==> src/rtl/snake_link_pkg.sv <==
// Shared definitions for the inter-board player link (rx and tx ends).
// SNAKE_LINK_PARITY_EN adds an even-parity bit (8E1) and the PARITY rx state.
package snake_link_pkg;

  localparam int LINK_DATA_W = 8;
  localparam int LINK_CLK_HZ = 75000000;
  localparam int LINK_BAUD   = 115200;

  function automatic int link_clks_per_bit(input int clk_hz, input int baud);
    return clk_hz / baud;
  endfunction

`ifdef SNAKE_LINK_PARITY_EN
  typedef enum logic [2:0] {
    ST_IDLE, ST_START, ST_DATA, ST_PARITY, ST_STOP, ST_WAIT_HIGH
  } rx_state_e;
`else
  typedef enum logic [2:0] {
    ST_IDLE, ST_START, ST_DATA, ST_STOP, ST_WAIT_HIGH
  } rx_state_e;
`endif

endpackage

==> src/rtl/snake_sync.sv <==
// Flop-chain synchroniser for asynchronous inputs; resets to 1 (idle-high lines).
module snake_sync #(
  parameter int STAGES = 2
) (
  input  logic clk,
  input  logic rst_n,
  input  logic i_d,
  output logic o_q
);

  (* ASYNC_REG = "TRUE" *) logic [STAGES-1:0] r_sync;

  always_ff @(posedge clk or negedge rst_n) begin
    if (!rst_n) r_sync <= '1;
    else        r_sync <= {r_sync[STAGES-2:0], i_d};
  end

  assign o_q = r_sync[STAGES-1];

endmodule

==> src/rtl/snake_link_rx.sv <==
// 8N1 link receiver with mid-bit sampling and a one-entry valid/ready holding register.
// Define SNAKE_LINK_PARITY_EN for 8E1 framing with a parity_err pulse.
module snake_link_rx
  import snake_link_pkg::*;
#(
  parameter int CLK_HZ       = LINK_CLK_HZ,
  parameter int BAUD         = LINK_BAUD,
  parameter int CLKS_PER_BIT = link_clks_per_bit(CLK_HZ, BAUD),
  parameter int SYNC_STAGES  = 2
) (
  input  logic                   clk,
  input  logic                   rst_n,
  input  logic                   rx,
  output logic [LINK_DATA_W-1:0] data,
  output logic                   valid,
  input  logic                   ready,
  output logic                   frame_err,
  output logic                   overrun,
  output logic                   busy
`ifdef SNAKE_LINK_PARITY_EN
  , output logic                 parity_err
`endif
);

  localparam int TW = $clog2(CLKS_PER_BIT + 1);
  localparam logic [TW-1:0] TICK_FULL = TW'(CLKS_PER_BIT);
  localparam logic [TW-1:0] TICK_HALF = TW'(CLKS_PER_BIT / 2);
  localparam logic [TW-1:0] TICK_ONE  = TW'(1);

  rx_state_e               r_state, w_state_nxt;
  logic [TW-1:0]           r_tick, w_tick_nxt;
  logic [2:0]              r_bit, w_bit_nxt;
  logic [LINK_DATA_W-1:0]  r_shift, w_shift_nxt;
  logic [LINK_DATA_W-1:0]  r_data;
  logic                    r_valid, r_ferr, r_ovr, r_rx_d, r_armed;
  logic [SYNC_STAGES-1:0]  r_flush;
  logic                    w_rx_s, w_fall, w_tick_hit, w_load, w_ferr, w_ovr, w_good;

  snake_sync #(.STAGES(SYNC_STAGES)) u_sync (
    .clk   (clk),
    .rst_n (rst_n),
    .i_d   (rx),
    .o_q   (w_rx_s)
  );

  // Edges are ignored until the chain has flushed its reset value and rx_s is seen high,
  // so a line held low through reset exit does not start a frame.
  assign w_fall     = r_armed & r_rx_d & ~w_rx_s;
  assign w_tick_hit = (r_tick == TICK_ONE);

`ifdef SNAKE_LINK_PARITY_EN
  logic r_par, w_par_nxt, r_perr, w_perr;
  assign w_good = ~^{r_shift, r_par};
`else
  assign w_good = 1'b1;
`endif

  always_comb begin
    w_state_nxt = r_state;
    w_tick_nxt  = (r_tick != '0) ? r_tick - TICK_ONE : '0;
    w_bit_nxt   = r_bit;
    w_shift_nxt = r_shift;
    w_load      = 1'b0;
    w_ferr      = 1'b0;
    w_ovr       = 1'b0;
`ifdef SNAKE_LINK_PARITY_EN
    w_par_nxt   = r_par;
    w_perr      = 1'b0;
`endif
    case (r_state)
      ST_IDLE: begin
        w_tick_nxt = '0;
        if (w_fall) begin
          w_state_nxt = ST_START;
          w_tick_nxt  = TICK_HALF;
        end
      end
      ST_START: if (w_tick_hit) begin
        w_bit_nxt = 3'd0;
        if (!w_rx_s) begin
          w_state_nxt = ST_DATA;
          w_tick_nxt  = TICK_FULL;
        end else begin
          w_state_nxt = ST_IDLE;
          w_tick_nxt  = '0;
        end
      end
      ST_DATA: if (w_tick_hit) begin
        w_shift_nxt = {w_rx_s, r_shift[LINK_DATA_W-1:1]};
        w_tick_nxt  = TICK_FULL;
        if (r_bit == 3'd7) begin
          w_bit_nxt = 3'd0;
`ifdef SNAKE_LINK_PARITY_EN
          w_state_nxt = ST_PARITY;
`else
          w_state_nxt = ST_STOP;
`endif
        end else begin
          w_bit_nxt = r_bit + 3'd1;
        end
      end
`ifdef SNAKE_LINK_PARITY_EN
      ST_PARITY: if (w_tick_hit) begin
        w_par_nxt   = w_rx_s;
        w_tick_nxt  = TICK_FULL;
        w_state_nxt = ST_STOP;
      end
`endif
      ST_STOP: if (w_tick_hit) begin
        w_tick_nxt = '0;
        if (w_rx_s) begin
          w_state_nxt = ST_IDLE;
`ifdef SNAKE_LINK_PARITY_EN
          w_perr = ~w_good;
`endif
          w_ovr  = w_good & r_valid & ~ready;
          w_load = w_good & (~r_valid | ready);
        end else begin
          w_state_nxt = ST_WAIT_HIGH;
          w_ferr      = 1'b1;
        end
      end
      ST_WAIT_HIGH: if (w_rx_s) w_state_nxt = ST_IDLE;
      default: w_state_nxt = ST_IDLE;
    endcase
  end

  always_ff @(posedge clk or negedge rst_n) begin
    if (!rst_n) begin
      r_state <= ST_IDLE;
      r_tick  <= '0;
      r_bit   <= '0;
      r_shift <= '0;
    end else begin
      r_state <= w_state_nxt;
      r_tick  <= w_tick_nxt;
      r_bit   <= w_bit_nxt;
      r_shift <= w_shift_nxt;
    end
  end

  always_ff @(posedge clk or negedge rst_n) begin
    if (!rst_n) begin
      r_rx_d  <= 1'b1;
      r_flush <= '0;
      r_armed <= 1'b0;
      r_data  <= '0;
      r_valid <= 1'b0;
      r_ferr  <= 1'b0;
      r_ovr   <= 1'b0;
    end else begin
      r_rx_d  <= w_rx_s;
      r_flush <= {r_flush[SYNC_STAGES-2:0], 1'b1};
      r_armed <= r_armed | (r_flush[SYNC_STAGES-1] & w_rx_s);
      if (w_load) r_data <= r_shift;
      if (w_load)                r_valid <= 1'b1;
      else if (r_valid && ready) r_valid <= 1'b0;
      r_ferr  <= w_ferr;
      r_ovr   <= w_ovr;
    end
  end

`ifdef SNAKE_LINK_PARITY_EN
  always_ff @(posedge clk or negedge rst_n) begin
    if (!rst_n) begin
      r_par  <= 1'b0;
      r_perr <= 1'b0;
    end else begin
      r_par  <= w_par_nxt;
      r_perr <= w_perr;
    end
  end
  assign parity_err = r_perr;
`endif

  assign data      = r_data;
  assign valid     = r_valid;
  assign frame_err = r_ferr;
  assign overrun   = r_ovr;
  assign busy      = (r_state != ST_IDLE);

endmodule

==> config.mk <==
export PLATFORM = sky130hd
export DESIGN_NAME = snake_link_rx
export DESIGN_NICKNAME = d
export VERILOG_FILES = /design/src/rtl/snake_link_pkg.sv /design/src/rtl/snake_sync.sv /design/src/rtl/snake_link_rx.sv
export SDC_FILE = /design/constraint.sdc
export NUM_CORES = 1
export LEC_CHECK = 0
export ABC_AREA = 1
export ABC_CLOCK_PERIOD_IN_PS = 1800
export BUFFER_PORTS_ARGS = -buffer_cell sky130_fd_sc_hd__clkbuf_2
export CELL_PAD_IN_SITES_DETAIL_PLACEMENT = 0
export CELL_PAD_IN_SITES_GLOBAL_PLACEMENT = 1
export CORE_AREA = 3 3 58 99
export DETAILED_ROUTE_END_ITERATION = 12
export DIE_AREA = 0 0 61 102
export HOLD_SLACK_MARGIN = 0.03
export PLACE_DENSITY = 0.74
export SLEW_MARGIN = 20
export SYNTH_ARGS = -nofsm -noshare
export SYNTH_HDL_FRONTEND = slang
export SYNTH_SLANG_ARGS = --single-unit
==> constraint.sdc <==
create_clock -name clk -period 1.8 [get_ports clk]
set_input_delay 0.36 -clock clk [delete_from_list [all_inputs] [get_ports clk]]
set_output_delay 0.36 -clock clk [all_outputs]
set_load 0.02 [all_outputs]
==> impl_metrics.tcl, run 1 <==
set metrics [dict create \
    synth_warnings 0 \
    nets 253 \
    cts_sinks 41 \
    grt_pass1_wl_um 7200 \
    insertion_delay_ps 290 \
    worst_ep_arrival_time_ps 1320 \
    hold_violations 0 \
    synthFlopType "dfrtp_1" \
    rsz0062_at_grt "false" \
    regArea_sq_um 1030 \
    crit_chain "inv_2 -> nand2_1 -> nor2_2 -> inv_1 -> clkbuf_2" \
    grt_pass1_vias 1573 \
    power_density_nw_per_um2 1500 \
    clk_pin_slew_ps 70 \
    fin_crit_sh_pct 93.5 \
    setup_violations 0 \
    cts_buffers 5 \
    grt_usage_pct 15.7 \
    cts_tree "done" \
    drtIter0Drc 52 \
    fmax_mhz 594 \
    htreeDepth 2 \
    design_area_sq_um 2250 \
    antenna_left 0 \
    ys_seq_elements 41 \
    ir_drop_mv 0.616 \
    cp-start-kind "register" \
    placed_area_sq_um 2110 \
    gp_congestion 0.815 \
    fill_cells 529 \
    cp-end-kind "output port" \
    wirelength_um 4100 \
    synthesis.nets 229 \
    drive_gt1_share_pct 22.9 \
    pre_cts_ws_ps 109 \
    max_stage_delay_ps 430 \
    yosys.area.top_type "dfrtp_1" \
    synth_top_area_share_pct 48.3 \
    dieArea_sq_um 6220 \
    hp-class "in2reg" \
    status "finished, final reports clean" \
    synth_area_leaders "dfrtp_1, nand2_1, nand3_1" \
    routed-via-count 1490 \
    antenna_found_initial 0 \
    die_w_um 61 \
    async_flop_share_pct 100 \
    netlist_top_cells_count "nand2_1, dfrtp_1, nand3_1, inv_1, nor2_1" \
    crit_type "reg2out" \
    syn_area_sq_um 1970 \
    fin_setup_tns_ps 0 \
    period_needed_ps 1680 \
    cts_setup_buffers 0 \
    dpl.hpwl_um 3280 \
    cp_data_required_time_ps 1440 \
    grt_overflow_total 0 \
    p_leak_nw 1.18 \
    crit_fanout 4 \
    num_antenna_cells 0 \
    grt_max_degree 19 \
    rows 34 \
    clockRootBuffer "clkbuf_8" \
    port_buffers 15 \
    area_delta_synth_final_pct 14.2 \
    cts_buffer_depth 2 \
    core_area_sq_um 5060 \
    drt-pass1-iter-count 4 \
    seq_area_frac_synth_pct 52.3 \
    slowest_stage "dfrtp_1" \
    vias_per_cell 4.98 \
    cap_violations 0 \
    clock_skew_ps 2.53 \
    yosys.cell_types.count 30 \
    drc 0 \
    ioPinCount 16 \
    synth_area_per_cell_sq_um 8.96 \
    post_drt_wl_per_cell_um 13.7 \
    synthCells 220 \
    synth_edf_count 0 \
    die_height_um 102 \
    setup_ws_ps 116 \
    slew_violations 0 \
    multiInputGateArea_sq_um 830 \
    synthMostInstantiatedCell "nand2_1" \
    start_util_pct 38.9 \
]
where the power goes:
group	leakage (nW)	internal, mW	total (mW)	switching, mW
sequential	0.536	1.11	1.26	0.150
clock	0.0585	0.452	0.757	0.305
combinational	0.590	0.470	1.35	0.875
worst max-delay path, delay by kind of cell, from the launching register on:
family,cells,cell delay [ps]
flops,1,430
buf+inv,3,340
simple gates,2,260
sequential cells by signal, summed over array words and instances (netlist names):
| name | count |
|---|---|
| data | 8 |
| frame_err | 1 |
| overrun | 1 |
| r_armed | 1 |
| r_bit | 3 |
| r_flush | 2 |
| r_rx_d | 1 |
| r_shift | 8 |
| r_state | 3 |
| r_tick | 10 |
| u_sync.r_sync | 2 |
| valid | 1 |
layout make-up:
cell class	instances	share of cell area, %
timing repair buffer	19	4.78
inverter	25	4.39
sequential	41	45.8
clock inverter	1	1.33
multi-input combinational	152	36.9
clock buffer	7	3.84
tap	54	3.00
per-stage QoR:
stage,total power [mW],hold WS [ps],instances,util [%]
after detailed placement,2.64,279,290,41.7
after floorplan,2.30,64.4,220,-
after global routing,3.70,135,299,44.4
after CTS,3.42,136,299,44.2
final,3.37,146,299,44.4
after global placement,2.63,275,290,41.7
worst paths after layout:
| kind | from | endpoint | slack (ps) | cells after the start |
|---|---|---|---|---|
| setup / recovery | r_state[2] | busy | 120 | 5 |
| hold / removal | rx | u_sync.r_sync[0] | 150 | 1 |
| setup reg to reg | r_tick[1] | r_shift[6] | 230 | 9 |
| hold reg to reg | u_sync.r_sync[0] | u_sync.r_sync[1] | 360 | 0 |
| max in group asynchronous | rst_n | r_bit[2] | 740 | 3 |
| min in group asynchronous | rst_n | r_tick[8] | 500 | 2 |
repair_timing:
action,4_1_cts,5_1_grt
endpoints found under the setup margin,0,9
hold buffers,1,0
gates resized for setup,0,2
endpoints found under the hold margin,10,0
per-layer routing:
metal	track usage (%)	routed length, um
met1	16.9	1550
met2	28.3	2340
met3	2.65	88
met4	7.85	123
met5	0	0
kinds of logic (layout without fill, tap and decap cells):
| logic type | Yosys count | after routing | synth area share (%) |
|---|---|---|---|
| AND/OR/NAND/NOR | 114 | 114 | 27.0 |
| buffers and inverters | 27 | 52 | 6.16 |
| flip-flops | 41 | 41 | 52.3 |
| XOR/XNOR | 5 | 5 | 2.22 |
| adder cells (fa/ha/maj) | 5 | 5 | 3.17 |
| AO/OA/AOI/OAI | 27 | 27 | 9.02 |
| other | 1 | 1 | 0.190 |
cell usage in the layout, fill, tap and decap left out, drive strengths merged:
cell         instances
nor3                 4
dlygate4sd3          1
o21ai               20
or2                  1
o21bai               1
dfrtp               38
bufinv               1
ha                   5
a21oi                5
dfstp                3
buf                  3
nand3               22
a21o                 1
inv                 25
xnor2                2
clkbuf              22
nand4                3
conb                 1
xor2                 3
nor2                26
nand2               57
nand3b               1
Power figures use the tool's default switching activity.
==> inputs of run 2 (changes only) <==
CORE_AREA = 3 3 75 77   (was 3 3 58 99)
DIE_AREA = 0 0 78 80   (was 0 0 61 102)
==> impl_metrics.tcl, run 2 (synthesized netlist as in run 1, its figures left out) <==
set metrics [dict create \
    cts_resized 1 \
    power_frac_seq_pct 39.4 \
    routed-via-count 1428 \
    p_int_mw 1.85 \
    num_antenna_cells 0 \
    crit_family "flip-flops" \
    power.total_mw 3.20 \
    core_area_sq_um 5070 \
    netSwitchingFraction_pct 42.4 \
    crit_chain "inv_1 -> nand2_2 -> nor2_4 -> inv_1 -> clkbuf_2" \
    final_util_pct 43.9 \
    place_inst 304 \
    layout_common_cells "nand2_1, dfrtp_1, nand3_1" \
    largest_register "r_tick" \
    cap_violations 0 \
    grt_max_degree 42 \
    hold_buffers 0 \
    vias_per_cell 4.58 \
    ir_drop_mv 0.534 \
    cp_common_cell "inv_1" \
    nets 250 \
    rows 26 \
    start_util_pct 38.8 \
    cp_data_required_time_ps 1440 \
    grt_usage_pct 13.9 \
    cts_buffer_depth 2 \
    max_stage_delay_ps 410 \
    grt_pass1_wl_um 6680 \
    drive_gt1_share_pct 23.1 \
    dieArea_sq_um 6240 \
    clk_pin_slew_ps 80 \
    hold_violations 0 \
    slew_headroom_pct 65.9 \
    period_needed_ps 1670 \
    drt-pass1-iter-count 4 \
    worstMarginPinSlew_ps 511 \
    cp-end-kind "output port" \
    worst_ep_arrival_time_ps 1310 \
    multiInputGateArea_sq_um 837 \
    hp-class "in2async" \
    p_leak_nw 1.16 \
    insertion_delay_ps 300 \
    path_buf_inv 3 \
    fill_cells 517 \
    final_common_cell "nand2_1" \
    dpl.hpwl_um 2750 \
    holdWs_ps 109 \
    pwr-share-comb_pct 41.3 \
    crit_type "reg2out" \
    antenna_found_initial 0 \
    rsz0062_at_grt "false" \
    drtIter0Drc 91 \
    wirelength_um 3760 \
    fin_crit_sh_pct 92.8 \
    gp_congestion 0.778 \
    htreeDepth 2 \
    ioPinCount 16 \
    slew_violations 0 \
    power.switching_mw 1.36 \
    crit_fanout 3 \
    largest_reg_flops 10 \
    regArea_sq_um 1030 \
    fmax_mhz 598 \
    power_density_nw_per_um2 1440 \
    post_drt_wl_per_cell_um 12.0 \
    drc 0 \
    antenna_left 0 \
    layout.cells.non_filler 312 \
    area_delta_synth_final_pct 13.0 \
    cp-start-kind "register" \
    die_w_um 78 \
    cts_tree "done" \
    clkPwrFrac_pct 19.2 \
    setup_violations 0 \
    grt_pass1_vias 1392 \
    fin_setup_tns_ps 0 \
    status "finished, final reports clean" \
    clock_skew_ps 5.37 \
    clockRootBuffer "clkbuf_8" \
    die_height_um 80 \
    cts_setup_buffers 0 \
    cts_buffers 5 \
    grt_overflow_total 0 \
    port_buffers 15 \
    slowest_stage "dfrtp_1" \
    cts_sinks 41 \
]
run 2: layout make-up:
class,count,share of cell area (%)
inverter,25,4.44
timing repair buffer,16,3.71
tap,70,3.93
multi-input combinational,152,37.6
clock buffer,5,3.09
clock inverter,3,0.956
sequential,41,46.3
run 2: routing by layer:
metal	up-vias	track usage [%]	routed length [um]
met4	0	6.82	79
met3	7	3.72	128
met2	18	20.2	1590
li1	745	-	-
met5	-	0	0
met1	658	19.0	1960
run 2: through the flow:
stage	setup WS [ps]	cell area (sq um)
2_1_floorplan	333	1970
3_3_place_gp	187	2120
3_5_place_dp	134	2120
4_1_cts	40.5	2210
5_1_grt	34.1	2230
6_report	129	2230
run 2: worst paths after layout:
kind | slack, ps | to | depth (start not counted) | startpoint
min in group clk | 140 | u_sync.r_sync[0] | 1 | rx
max in group asynchronous | 1310 | u_sync.r_sync[0] | 2 | rst_n
hold / removal | 110 | r_tick[5] | 2 | rst_n
setup / recovery | 130 | busy | 5 | r_state[0]
setup reg to reg | 210 | r_shift[6] | 9 | r_tick[1]
hold reg to reg | 350 | r_flush[1] | 0 | r_flush[0]
run 2: power groups by stage:
stage | Clock, mW | Sequential, mW | Combinational (mW)
3_5_place_dp | 0 | 1.27 | 1.31
5_1_grt | 0.692 | 1.29 | 1.52
6_report | 0.616 | 1.26 | 1.32
2_1_floorplan | 0 | 1.26 | 1.04
4_1_cts | 0.643 | 1.26 | 1.32
3_3_place_gp | 0 | 1.28 | 1.32
